**src/rtl/uart_tx_param.sv**
```systemverilog
// uart_tx_param: parametrised asynchronous serial transmitter.
// Frames a parallel word as start bit, DATA_W data bits (MSB- or LSB-first),
// optional odd/even parity and one or two stop bits, with busy/done status.
module uart_tx_param #(
    parameter int unsigned DATA_W       = 8,
    parameter int unsigned CLKS_PER_BIT = 1,
    parameter int unsigned PARITY       = 0,
    parameter int unsigned STOP_BITS    = 1,
    parameter int unsigned MSB_FIRST    = 1
) (
    input  logic              clk,
    input  logic              rst,
    input  logic [DATA_W-1:0] data,
    input  logic              send,
    output logic              txd,
    output logic              busy,
    output logic              done
);

    localparam int unsigned CNT_W = $clog2(CLKS_PER_BIT + 1);
    localparam int unsigned BIT_W = $clog2(DATA_W + 1);
    localparam logic [CNT_W-1:0] CNT_LAST  = CNT_W'(CLKS_PER_BIT - 1);
    localparam logic [BIT_W-1:0] DATA_LAST = BIT_W'(DATA_W - 1);
    localparam logic [BIT_W-1:0] STOP_LAST = BIT_W'(STOP_BITS - 1);

    // Reject illegal configurations at elaboration time
    if (PARITY > 2) begin : g_bad_parity
        $error("uart_tx_param: PARITY must be 0 (none), 1 (odd) or 2 (even)");
    end
    if (DATA_W < 5 || DATA_W > 16) begin : g_bad_width
        $error("uart_tx_param: DATA_W must be in 5..16");
    end
    if (STOP_BITS < 1 || STOP_BITS > 2) begin : g_bad_stop
        $error("uart_tx_param: STOP_BITS must be 1 or 2");
    end
    if (CLKS_PER_BIT < 1) begin : g_bad_cpb
        $error("uart_tx_param: CLKS_PER_BIT must be at least 1");
    end

    typedef enum logic [2:0] {
        S_IDLE,
        S_START,
        S_DATA,
        S_PAR,
        S_STOP
    } state_t;

    state_t            state_q, state_d;
    logic [CNT_W-1:0]  cnt_q, cnt_d;
    logic [BIT_W-1:0]  bit_q, bit_d;
    logic [DATA_W-1:0] sh_q, sh_d;
    logic              par_q, par_d;
    logic              txd_q, txd_d;
    logic              busy_q, busy_d;
    logic              done_q, done_d;

    logic              bit_end;
    logic              first_bit;
    logic [DATA_W-1:0] sh_next;

    // State and datapath registers with synchronous reset
    always_ff @(posedge clk) begin
        if (rst) begin
            state_q <= S_IDLE;
            cnt_q   <= '0;
            bit_q   <= '0;
            sh_q    <= '0;
            par_q   <= 1'b0;
            txd_q   <= 1'b1;
            busy_q  <= 1'b0;
            done_q  <= 1'b0;
        end else begin
            state_q <= state_d;
            cnt_q   <= cnt_d;
            bit_q   <= bit_d;
            sh_q    <= sh_d;
            par_q   <= par_d;
            txd_q   <= txd_d;
            busy_q  <= busy_d;
            done_q  <= done_d;
        end
    end

    // Next-state logic; txd_d is the line level of the bit being entered
    always_comb begin
        state_d   = state_q;
        cnt_d     = cnt_q;
        bit_d     = bit_q;
        sh_d      = sh_q;
        par_d     = par_q;
        txd_d     = txd_q;
        busy_d    = busy_q;
        done_d    = 1'b0;
        bit_end   = (cnt_q == CNT_LAST);
        first_bit = (MSB_FIRST != 0) ? sh_q[DATA_W-1] : sh_q[0];
        sh_next   = (MSB_FIRST != 0) ? {sh_q[DATA_W-2:0], 1'b0}
                                     : {1'b0, sh_q[DATA_W-1:1]};

        case (state_q)
            S_IDLE: begin
                txd_d  = 1'b1;
                busy_d = 1'b0;
                if (send) begin
                    state_d = S_START;
                    sh_d    = data;
                    par_d   = (PARITY == 1) ? ~(^data) : (^data);
                    cnt_d   = '0;
                    bit_d   = '0;
                    txd_d   = 1'b0;
                    busy_d  = 1'b1;
                end
            end
            S_START: begin
                if (bit_end) begin
                    state_d = S_DATA;
                    cnt_d   = '0;
                    bit_d   = '0;
                    txd_d   = first_bit;
                    sh_d    = sh_next;
                end else begin
                    cnt_d = cnt_q + CNT_W'(1);
                end
            end
            S_DATA: begin
                if (bit_end) begin
                    cnt_d = '0;
                    if (bit_q == DATA_LAST) begin
                        bit_d = '0;
                        if (PARITY != 0) begin
                            state_d = S_PAR;
                            txd_d   = par_q;
                        end else begin
                            state_d = S_STOP;
                            txd_d   = 1'b1;
                        end
                    end else begin
                        bit_d = bit_q + BIT_W'(1);
                        txd_d = first_bit;
                        sh_d  = sh_next;
                    end
                end else begin
                    cnt_d = cnt_q + CNT_W'(1);
                end
            end
            S_PAR: begin
                if (bit_end) begin
                    state_d = S_STOP;
                    cnt_d   = '0;
                    bit_d   = '0;
                    txd_d   = 1'b1;
                end else begin
                    cnt_d = cnt_q + CNT_W'(1);
                end
            end
            S_STOP: begin
                if (bit_end) begin
                    cnt_d = '0;
                    if (bit_q == STOP_LAST) begin
                        state_d = S_IDLE;
                        bit_d   = '0;
                        txd_d   = 1'b1;
                        busy_d  = 1'b0;
                        done_d  = 1'b1;
                    end else begin
                        bit_d = bit_q + BIT_W'(1);
                    end
                end else begin
                    cnt_d = cnt_q + CNT_W'(1);
                end
            end
            default: begin
                state_d = S_IDLE;
                txd_d   = 1'b1;
                busy_d  = 1'b0;
            end
        endcase
    end

    assign txd  = txd_q;
    assign busy = busy_q;
    assign done = done_q;

endmodule

```
**config.mk**
```make
export PLATFORM = sky130hd
export DESIGN_NAME = uart_tx_param
export DESIGN_NICKNAME = d
export VERILOG_FILES = /design/src/rtl/uart_tx_param.sv
export SDC_FILE = /design/constraint.sdc
export NUM_CORES = 1
export LEC_CHECK = 0
export CORE_MARGIN = 10
export CORE_UTILIZATION = 52
export DETAILED_ROUTE_END_ITERATION = 10
export MAX_ROUTING_LAYER = met4
export PLACE_DENSITY_LB_ADDON = 0.12
export SLEW_MARGIN = 20
export SYNTH_ARGS = -nofsm -noshare
export SYNTH_HDL_FRONTEND = slang
export SYNTH_SLANG_ARGS = --single-unit
```
**constraint.sdc**
```tcl
create_clock -name clk -period 1.8 [get_ports clk]
set_input_delay 0.36 -clock clk [delete_from_list [all_inputs] [get_ports clk]]
set_output_delay 0.36 -clock clk [all_outputs]
set_load 0.05 [all_outputs]
```
# Word level (Yosys, flattened, before mapping)

Index checks and enable logic that the tools add are counted.

Add/sub/neg operators: 2
Mux-type cells: 36
Bitwise operators: 2
Reduce and logical (&&, ||, !) cells: 15
Equality and inequality tests: 14

Operators by type and width:

| operator                                                        | number |
|---|---|
| 8-bit 2-to-1 mux                                                | 4 |
| 4-bit 2-to-1 mux                                                | 6 |
| 8-bit one-hot mux with 3 select lines                           | 1 |
| 3-bit 2-to-1 mux                                                | 7 |
| 2-bit != test, second input constant                            | 9 |
| 4-bit one-hot mux with 4 select lines                           | 1 |
| 3-bit one-hot mux with 5 select lines                           | 1 |
| 5-bit AND reduction                                             | 3 |
| 1-bit 2-to-1 mux                                                | 13 |
| 7-bit AND reduction                                             | 1 |
| 3-bit by 2-bit == test with 1-bit output, second input constant | 2 |
| 3-bit OR reduction                                              | 2 |
| 1-bit one-hot mux with 5 select lines                           | 1 |
| 4-bit by 1-bit adder with 4-bit output, second input constant   | 1 |
| 4-bit by 3-bit == test with 1-bit output, second input constant | 1 |
| 4-bit zero test                                                 | 1 |
| 4-bit nonzero test                                              | 1 |
| 4-bit OR reduction                                              | 1 |
| 3-bit by 1-bit == test with 1-bit output, second input constant | 1 |
| 3-bit == test, second input constant                            | 1 |
| 3-bit zero test                                                 | 1 |
| 1-bit one-hot mux with 3 select lines                           | 1 |
| 3-bit AND reduction                                             | 1 |
| 3-bit nonzero test                                              | 1 |
| 6 further kinds                                                 | 7 |

Output and inout bits: 3
Flip-flop bits (word level): 19
Logic and storage cells: 76

# Longest topological paths before layout

Gate-level depths: netlist (run 1).

Word-level depth: 4
Depth in mapped cells: 6
Gate-level depth less buffers: 6

# Least setup slack after synthesis (run 1)

OpenSTA, ideal clock, no wires.

Kind: reg-to-reg
Start point: register bit_q[0]
End point: register sh_q[6]
Arrival time: 1.469 ns
Period minus slack after synthesis: 1.548 ns
Setup slack: 0.252 ns
Buffers on the path: 1
Stages on the path, launching flop included: 7
Setup time: 0.079 ns
Cell sequence: dfxtp_1 -> ha_1 -> and3b_1 -> a211oi_4 -> buf_6 -> nor2_1 -> a211oi_2

Cells in the longest elaborated chain, start to end: 3

Ends and longest elaborated chain:

| item                                     | RTL line | RTL |
|---|---|---|
| start, declared                          | 50       | `logic [BIT_W-1:0] bit_q, bit_d;` |
| start signal, assigned                   | 75       | `bit_q <= bit_d;` |
| 4-bit by 3-bit == test with 1-bit output | 127      | `if (bit_q == DATA_LAST) begin` |
| 2-bit != test (no line)                  | -        |  |
| 5-bit AND reduction (no line)            | -        |  |
| end signal, assigned                     | 67       | `sh_q <= '0;` |
| end signal, assigned                     | 76       | `sh_q <= sh_d;` |
| end, declared                            | 51       | `logic [DATA_W-1:0] sh_q, sh_d;` |

Every way passes these cells.
A chain may end at the register's enable or synchronous reset.

# Worst setup path after layout (run 1)

Start point: register bit_q[0]
End point: register sh_q[3]

The elaborated chain is that of the path after synthesis.

==> flow_summary.json, run 1 <==
{
  "detail_route.drc_violations": 0,
  "status": "finished, final reports clean",
  "mappedNetlistArea_um2": 966,
  "worst_setup_ep_type": "flip-flop",
  "maxClockFrequency_ghz": 0.612,
  "final-instance-count-excl-fill": 146,
  "synthDominantCellAreaShare_pct": 37.3,
  "synth_seq_area_share_pct": 37.3,
  "dp.final_hpwl_mm": 1.51,
  "place_inst": 142,
  "ys_top_cells_by_area": "dfxtp_1 37%, mux2i_1 8.3%, nor2_1 5.8%",
  "arrival_time_at_the_worst_endpoint_ns": 1.85,
  "power_density_nw_per_um2": 833,
  "power.static_leakage_nw": 0.433,
  "avgRoutedWirePerCell_um": 13.7,
  "cts_tree": "yes",
  "antenna_left": 0,
  "numCtsBuffers": 3,
  "cap_violations": 0,
  "max-slew-margin-rel_pct": 69.7,
  "detail_route.iter0.violations": 21,
  "routabilityCongestion": 0.874,
  "insertion_delay_ns": 0.30,
  "combinationalPowerShare_pct": 25.7,
  "placed_area_um2": 1130,
  "netSwitchingPower_uw": 291,
  "final.period_utilization_pct": 90.8,
  "grt_use_total_pct": 10.6,
  "hold_path_class": "reg -> reg",
  "via_per_inst": 5.64,
  "h-tree-depth": 1,
  "startpoint_type": "flip-flop",
  "grt_start_max_net_pins": 19,
  "hold_viol": 0,
  "worstSetupPathType": "reg -> reg",
  "synth_cell_type_count": 36,
  "grt_pass1_wl_mm": 3.41,
  "power.switching_fraction_pct": 29.9,
  "area_of_the_placeable_core_um2": 1750,
  "synthesis.yosys.warnings": 0,
  "n_fill_cell": 155,
  "worst_pin_slew_ns": 0.454,
  "fin_hold_ws_ns": 0.483,
  "setup_violations": 0,
  "reg2regPathDepth": 6,
  "seqPwrFrac_pct": 48.2,
  "area_overhead_of_the_layout_relative_to_synthesis_pct": 20.9,
  "synth_area_leader_cell": "dfxtp_1",
  "slew_viol_final": 0,
  "timing.critical_path.fanout_max": 16,
  "initial_utilization_pct": 55.3,
  "postLayoutCellArea_um2": 1170,
  "clk_pin_slew_ns": 0.10,
  "rows": 15,
  "whs_path_depth": 2,
  "worst_ir_drop_vdd_mv": 0.474,
  "mapped_nets": 119,
  "rsz0062_at_grt": "no",
  "floorplan.die.height_um": 63.1,
  "power.clock.fraction_pct": 26.1,
  "firstDrtPassIters": 6,
  "port-buffer-count": 13,
  "nets_final": 135,
  "n_antenna_cell": 0,
  "antenna_found_initial": 0,
  "design.die.area_um2": 3980,
  "max-clock-path-buffers": 2,
  "post_route_cells_drive_above_1_share_pct": 15.7,
  "ctsRootBufferMaster": "clkbuf_4",
  "postRouteWirelength_mm": 2.00,
  "via_count": 824,
  "postSynthCellCount": 106,
  "crit_required_ns": 2.01,
  "vias_in_the_first_global_route": 784,
  "overflow": 0,
  "die_width_um": 63.1,
  "count_of_state_elements_after_synthesis": 18,
  "tns_ns": 0,
  "clock_sinks": 18,
  "io_pins": 14,
  "worst_clock_skew_ns": 0.00263,
  "ctsHoldBuffers": 0,
  "period_needed_ns": 1.63,
  "avgSynthCellArea_um2": 9.11,
  "p_int_uw": 682
}
==> critical path, stage by stage, from the launching register on <==
cell and delay [ns]:
dfxtp_1 0.36, ha_1 0.23, and3b_1 0.23, a211oi_4 0.30, buf_12 0.17, nor2_1 0.04
a211oi_1 0.21
==> through the flow <==
| step | setup slack, ns | util [%] | power [mW] |
|---|---|---|---|
| finish | 0.166 | 66.9 | 0.972 |
| global route | 0.0118 | 66.9 | 1.03 |
| CTS | 0.132 | 66.8 | 0.984 |
| detailed placement | 0.0575 | 64.7 | 0.729 |
| global placement | 0.106 | 64.7 | 0.722 |
| floorplan | 0.252 | - | 0.656 |
==> Yosys cell counts <==
| cell | number |
|---|---|
| clkbuf_1 | 2 |
| a22o_1 | 1 |
| nor4_1 | 1 |
| inv_1 | 2 |
| a32oi_1 | 1 |
| xnor2_1 | 2 |
| o32ai_1 | 1 |
| a211oi_2 | 2 |
| or3b_1 | 1 |
| nor3_1 | 2 |
| a21boi_0 | 1 |
| nor2b_1 | 2 |
| or3_1 | 1 |
| nand2b_1 | 4 |
| buf_1 | 1 |
| nor2_8 | 1 |
| nor2_1 | 15 |
| nor3b_1 | 1 |
| o21ai_0 | 4 |
| a211oi_1 | 6 |
| ha_1 | 2 |
| and3b_1 | 1 |
| mux2i_1 | 8 |
| o21bai_1 | 1 |
| a211oi_4 | 1 |
| or3b_2 | 2 |
| and2_1 | 1 |
| nand3b_1 | 3 |
| nand3_1 | 3 |
| a21o_1 | 1 |
| buf_2 | 2 |
| dfxtp_1 | 18 |
| buf_6 | 1 |
| o221ai_1 | 1 |
| a21oi_1 | 9 |
| buf_4 | 1 |
==> state kept, by name, summed over array words and instances, names as in the netlist <==
name     flops
busy         1
txd          1
done         1
bit_q        4
sh_q         8
state_q      3
==> placed cells by master (no fill, tap or decap), drive strengths merged <==
cell            n
a211oi          9
a21boi          1
a21o            1
a21oi           9
a22o            1
a32oi           1
and2            1
and3b           1
buf             8
clkbuf          4
clkdlybuf4s50  10
dfxtp          18
ha              2
inv             2
mux2i           8
nand2b          4
nand3           3
nand3b          3
nor2           16
nor2b           2
nor3            2
nor3b           1
nor4            1
o21ai           4
o21bai          1
o221ai          1
o32ai           1
or3             1
or3b            3
xnor2           2
==> layer usage <==
layer | share of wire (%) | up-vias | global-route usage, % | routed length [um]
li1 | - | 412 | - | -
met2 | 48 | 21 | 17.8 | 967
met3 | 3.6 | 4 | 2.30 | 71
met4 | 2.3 | 0 | 5.31 | 46
met5 | 0 | - | - | 0
met1 | 46 | 387 | 11.6 | 914
==> repair_timing <==
action                                  4_1_cts  5_1_grt
gates resized for setup                       0        1
endpoints found under the setup margin        0        1
buffers inserted                              0        0
==> path summary, 6_finish.rpt <==
kind                            slack (ns)  startpoint      end
worst max-delay path                  0.17    bit_q[0]  sh_q[3]
worst min-delay path                  0.48     sh_q[0]  sh_q[0]
worst max register to register        0.17    bit_q[0]  sh_q[3]
worst min register to register        0.48     sh_q[0]  sh_q[0]
==> cells by family (layout without fill, tap and decap cells) <==
family,after synthesis,after routing,synth area share (%)
compound gates,29,29,22.0
simple gates,38,38,23.1
buf+inv,9,24,4.92
fa+ha+maj,2,2,2.59
xor+xnor,2,2,1.81
mux,8,8,8.29
flops,18,18,37.3
==> power groups by stage <==
stage	Combinational (mW)	Clock [mW]	Sequential [mW]
floorplan	0.176	0	0.481
global placement	0.245	0	0.477
detailed placement	0.250	0	0.479
CTS	0.252	0.262	0.469
global route	0.272	0.283	0.476
finish	0.250	0.253	0.469
==> layout make-up <==
class                   instances  area (um^2)  share of cell area, %
multi-input cells              79          558                   47.8
repair buffers                 18          173                   14.8
well taps                      25         31.3                   2.68
inverters                       2         7.51                  0.643
flip-flops and latches         18          362                   31.0
clock buffers                   4         36.3                   3.11
No activity file was read; power rests on OpenSTA's default activity.
==> run 2: changes to the inputs <==
CORE_MARGIN = 1.5   (was 10)
==> flow_summary.json, run 2 (synthesized netlist as in run 1, its figures left out) <==
{
  "period_needed_ns": 1.62,
  "cpPeakStageDelay_ns": 0.36,
  "netSwitchingPower_uw": 286,
  "detail_route.iter0.violations": 1,
  "area_of_the_placeable_core_um2": 1730,
  "postRouteWirelength_mm": 1.91,
  "arrival_time_at_the_worst_endpoint_ns": 1.83,
  "registers.top_by_ff_count": "sh_q",
  "die_width_um": 46.1,
  "detail_route.drc_violations": 0,
  "reg2regPathDepth": 6,
  "design.die.area_um2": 2130,
  "worst_pin_slew_ns": 0.467,
  "post_route_cells_drive_above_1_share_pct": 14.9,
  "hold_viol": 0,
  "routabilityCongestion": 0.849,
  "power.static_leakage_nw": 0.432,
  "biggestRegsByFlops": "sh_q: 8 flops, bit_q: 4 flops, state_q: 3 flops",
  "antenna_found_initial": 0,
  "largest_reg_flops": 8,
  "finish.utilization_pct": 67.5,
  "n_antenna_cell": 0,
  "endpoint": "sh_q[4]",
  "via_per_inst": 5.69,
  "grt_use_total_pct": 21.6,
  "nets_final": 135,
  "overflow": 0,
  "report.power.total_uw": 968,
  "worstSetupPathDepth": 6,
  "power_density_nw_per_um2": 831,
  "h-tree-depth": 1,
  "setup_violations": 0,
  "vias_in_the_first_global_route": 759,
  "ctsHoldBuffers": 0,
  "worst_setup_ep_type": "flip-flop",
  "n_fill_cell": 152,
  "cp_cell_sequence": "ha_1 -> and3b_1 -> a211oi_4 -> buf_12 -> nor2_1 -> a211oi_1",
  "clk_pin_slew_ns": 0.10,
  "clock_sinks": 18,
  "area_overhead_of_the_layout_relative_to_synthesis_pct": 20.7,
  "timing.critical_path.fanout_max": 16,
  "power.clock.fraction_pct": 25.6,
  "worstSetupStartpoint": "bit_q[0]",
  "cts_resized": 0,
  "initial_utilization_pct": 55.9,
  "grt_start_max_net_pins": 19,
  "layout.cells.most_common_list": "18 x dfxtp_1, 15 x nor2_1, 10 x clkdlybuf4s50_1, 9 x a21oi_1, 8 x mux2i_1",
  "worst_clock_skew_ns": 0.00166,
  "tns_ns": 0,
  "rows": 15,
  "firstDrtPassIters": 2,
  "insertion_delay_ns": 0.29,
  "hold_path_class": "reg -> reg",
  "final_common_cell": "dfxtp_1",
  "cts_setup_buffers": 0,
  "ctsRootBufferMaster": "clkbuf_4",
  "floorplan.die.height_um": 46.1,
  "slew_viol_final": 0,
  "combinationalPowerShare_pct": 26.3,
  "p_int_uw": 682,
  "cp_num_buf_inv": 1,
  "grt_pass1_wl_mm": 3.10,
  "worstSetupPathType": "reg -> reg",
  "rsz0062_at_grt": "no",
  "timing.critical_path.max_delay_family": "compound AO/OA/AOI/OAI gates",
  "cap_violations": 0,
  "maxClockFrequency_ghz": 0.619,
  "max-clock-path-buffers": 2,
  "rrSetupSlack_ns": 0.18,
  "cts_tree": "yes",
  "power.switching_fraction_pct": 29.6,
  "crit_required_ns": 2.01,
  "startpoint_type": "flip-flop",
  "status": "finished, final reports clean",
  "timing.critical_path.slowest_stage_cell": "dfxtp_1",
  "worstReg2RegStart": "bit_q[0]",
  "io_pins": 14,
  "port-buffer-count": 13,
  "via_count": 831,
  "antenna_left": 0,
  "avgRoutedWirePerCell_um": 13.1,
  "max-slew-margin-rel_pct": 68.6,
  "worst_ir_drop_vdd_mv": 0.583,
  "place_inst": 142,
  "final.period_utilization_pct": 89.8,
  "numCtsBuffers": 3,
  "dp.final_hpwl_mm": 1.43,
  "seqPwrFrac_pct": 48.0,
  "final-instance-count-excl-fill": 146,
  "critical_path.reg2reg.endpoint": "sh_q[4]"
}
[run 2: cell counts in the layout (fill, tap and decap cells not counted)]
No cell type changed its count.
[run 2: final cells by class]
| cell class | count | area (um^2) | area share, % |
|---|---|---|---|
| clock buffer | 4 | 36.3 | 3.11 |
| inverter | 2 | 7.51 | 0.644 |
| multi-input combinational | 79 | 558 | 47.9 |
| sequential | 18 | 360 | 30.9 |
| tap | 25 | 31.3 | 2.68 |
| timing repair buffer | 18 | 173 | 14.8 |
[run 2: power groups by stage]
stage	combinational (mW)	sequential [mW]	clock (mW)
floorplan	0.176	0.481	0
detailed placement	0.257	0.475	0
global route	0.279	0.471	0.276
CTS	0.258	0.466	0.259
finish	0.255	0.465	0.248
global placement	0.249	0.473	0
[run 2: routing by layer]
layer  part of all wire [%]  global-route usage, %  wire length [um]
met4                    3.2                   13.7                61
met5                      0                      -                 0
met3                    3.6                   4.71                68
met1                     42                   22.6               807
met2                     51                   36.4               971
[run 2: how the worst min path moves through the flow]
stage               depth (start not counted)      end     from
finish                                      2  sh_q[0]  sh_q[0]
global route                                2  sh_q[0]  sh_q[0]
CTS                                         2  sh_q[0]  sh_q[0]
detailed placement                          2  sh_q[0]  sh_q[0]
global placement                            2  sh_q[0]  sh_q[0]
floorplan                                   2  sh_q[0]  sh_q[0]
[run 2: tightest hold or removal path, cell delays in order (launching register included)]
cell and delay, ns:
dfxtp_1 0.33, nand2b_1 0.07, a21oi_1 0.05
[run 2: through the flow]
stage	cell area, um^2	hold WS (ns)	setup slack, ns
finish	1170	0.488	0.184
floorplan	966	0.446	0.252
CTS	1170	0.486	0.158
global placement	1130	0.458	0.118
global route	1170	0.520	0.0741
detailed placement	1130	0.470	0.0592
==> run 3: changes to the inputs <==
CORE_UTILIZATION = 45   (was 52)
GPL_ROUTABILITY_DRIVEN = 0   (was not set)
==> flow_summary.json, run 3 (synthesized netlist as in run 1, its figures left out) <==
{
  "status": "finished, final reports clean",
  "worst_ir_drop_vdd_mv": 0.476,
  "reg2regPathDepth": 6,
  "layout.cells.most_common_list": "18 x dfxtp_1, 15 x nor2_1, 10 x clkdlybuf4s50_1, 9 x a21oi_1, 8 x mux2i_1",
  "worstSetupPathType": "reg -> reg",
  "hold_path_class": "reg -> reg",
  "setup_violations": 0,
  "overflow": 0,
  "initial_utilization_pct": 48.7,
  "cts_tree": "yes",
  "rsz0062_at_grt": "no",
  "arrival_time_at_the_worst_endpoint_ns": 1.85,
  "max-slew-margin-rel_pct": 68.1,
  "post_route_cells_drive_above_1_share_pct": 14.9,
  "via_count": 791,
  "clk_pin_slew_ns": 0.11,
  "maxClockFrequency_ghz": 0.613,
  "placed_area_um2": 1130,
  "biggestRegsByFlops": "sh_q: 8 flops, bit_q: 4 flops, state_q: 3 flops",
  "final_common_cell": "dfxtp_1",
  "worst_pin_slew_ns": 0.478,
  "h-tree-depth": 1,
  "ctsHoldBuffers": 0,
  "area_overhead_of_the_layout_relative_to_synthesis_pct": 21.0,
  "firstDrtPassIters": 4,
  "power.static_leakage_nw": 0.432,
  "worst_clock_skew_ns": 0.00326,
  "antenna_left": 0,
  "registers.top_by_ff_count": "sh_q",
  "numCtsBuffers": 3,
  "final.period_utilization_pct": 90.7,
  "vias_in_the_first_global_route": 748,
  "nets_final": 135,
  "dp.final_hpwl_mm": 1.36,
  "die_width_um": 49.3,
  "detail_route.iter0.violations": 9,
  "power_density_nw_per_um2": 835,
  "period_needed_ns": 1.63,
  "largest_reg_flops": 8,
  "cts_resized": 0,
  "design.die.area_um2": 2430,
  "max-clock-path-buffers": 2,
  "grt_use_total_pct": 17.6,
  "insertion_delay_ns": 0.30,
  "startpoint_type": "flip-flop",
  "grt_pass1_wl_mm": 3.24,
  "antenna_found_initial": 0,
  "final_critical_path_setup_slack_ns": 0.168,
  "rows": 16,
  "slew_viol_final": 0,
  "io_pins": 14,
  "port-buffer-count": 13,
  "whs_path_depth": 2,
  "ctsRootBufferMaster": "clkbuf_4",
  "clock_sinks": 18,
  "via_per_inst": 5.34,
  "grt_start_max_net_pins": 19,
  "worst_setup_ep_type": "flip-flop",
  "n_antenna_cell": 0,
  "detail_route.drc_violations": 0,
  "hold_viol": 0,
  "tns_ns": 0,
  "report.power.total_uw": 976,
  "cts_setup_buffers": 0,
  "avgRoutedWirePerCell_um": 12.3,
  "postRouteWirelength_mm": 1.82,
  "cap_violations": 0,
  "postLayoutCellArea_um2": 1170,
  "placement.setup.worst_slack_ns": 0.0455,
  "floorplan.die.height_um": 49.3,
  "area_of_the_placeable_core_um2": 1980,
  "crit_required_ns": 2.02,
  "timing.critical_path.fanout_max": 16
}
==> run 3: layout make-up <==
type	instances	area, um^2
clock buffer	4	36.3
fill	184	813
inverter	2	7.51
multi-input combinational	79	558
sequential	18	360
tap	27	33.8
timing repair buffer	18	173
==> run 3: worst max-delay path, stage by stage, from the launching register on <==
cell and delay [ns]:
dfxtp_1 0.36, ha_1 0.24, and3b_1 0.22, a211oi_4 0.30, buf_12 0.18, nor2_1 0.05, a211oi_1 0.20
==> run 3: worst paths after layout <==
kind | endpoint | startpoint | slack (ns)
hold reg to reg | sh_q[0] | sh_q[0] | 0.48
setup reg to reg | sh_q[1] | bit_q[0] | 0.17
setup / recovery | sh_q[1] | bit_q[0] | 0.17
hold / removal | sh_q[0] | sh_q[0] | 0.48
==> run 3: stage by stage <==
step | util (%) | cells | hold WS [ns]
final | 59.0 | 148 | 0.483
after detailed placement | 57.1 | 144 | 0.467
after floorplan | - | 106 | 0.446
after CTS | 59.0 | 148 | 0.481
after global routing | 59.0 | 148 | 0.505
after global placement | 57.1 | 144 | 0.463
==> run 3: routing by layer <==
metal | GRT usage [%] | share of wire (%) | vias to the layer above
li1 | - | - | 411
met1 | 20.8 | 47 | 367
met2 | 29.5 | 50 | 9
met3 | 2.76 | 2.3 | 4
met4 | 7.14 | 1.5 | 0
met5 | - | 0 | -
==> run 3: where the power goes <==
group          leakage, nW  internal (mW)  switching, mW
clock network       0.0210          0.123          0.131
registers            0.148          0.436         0.0342
logic                0.263          0.124          0.127
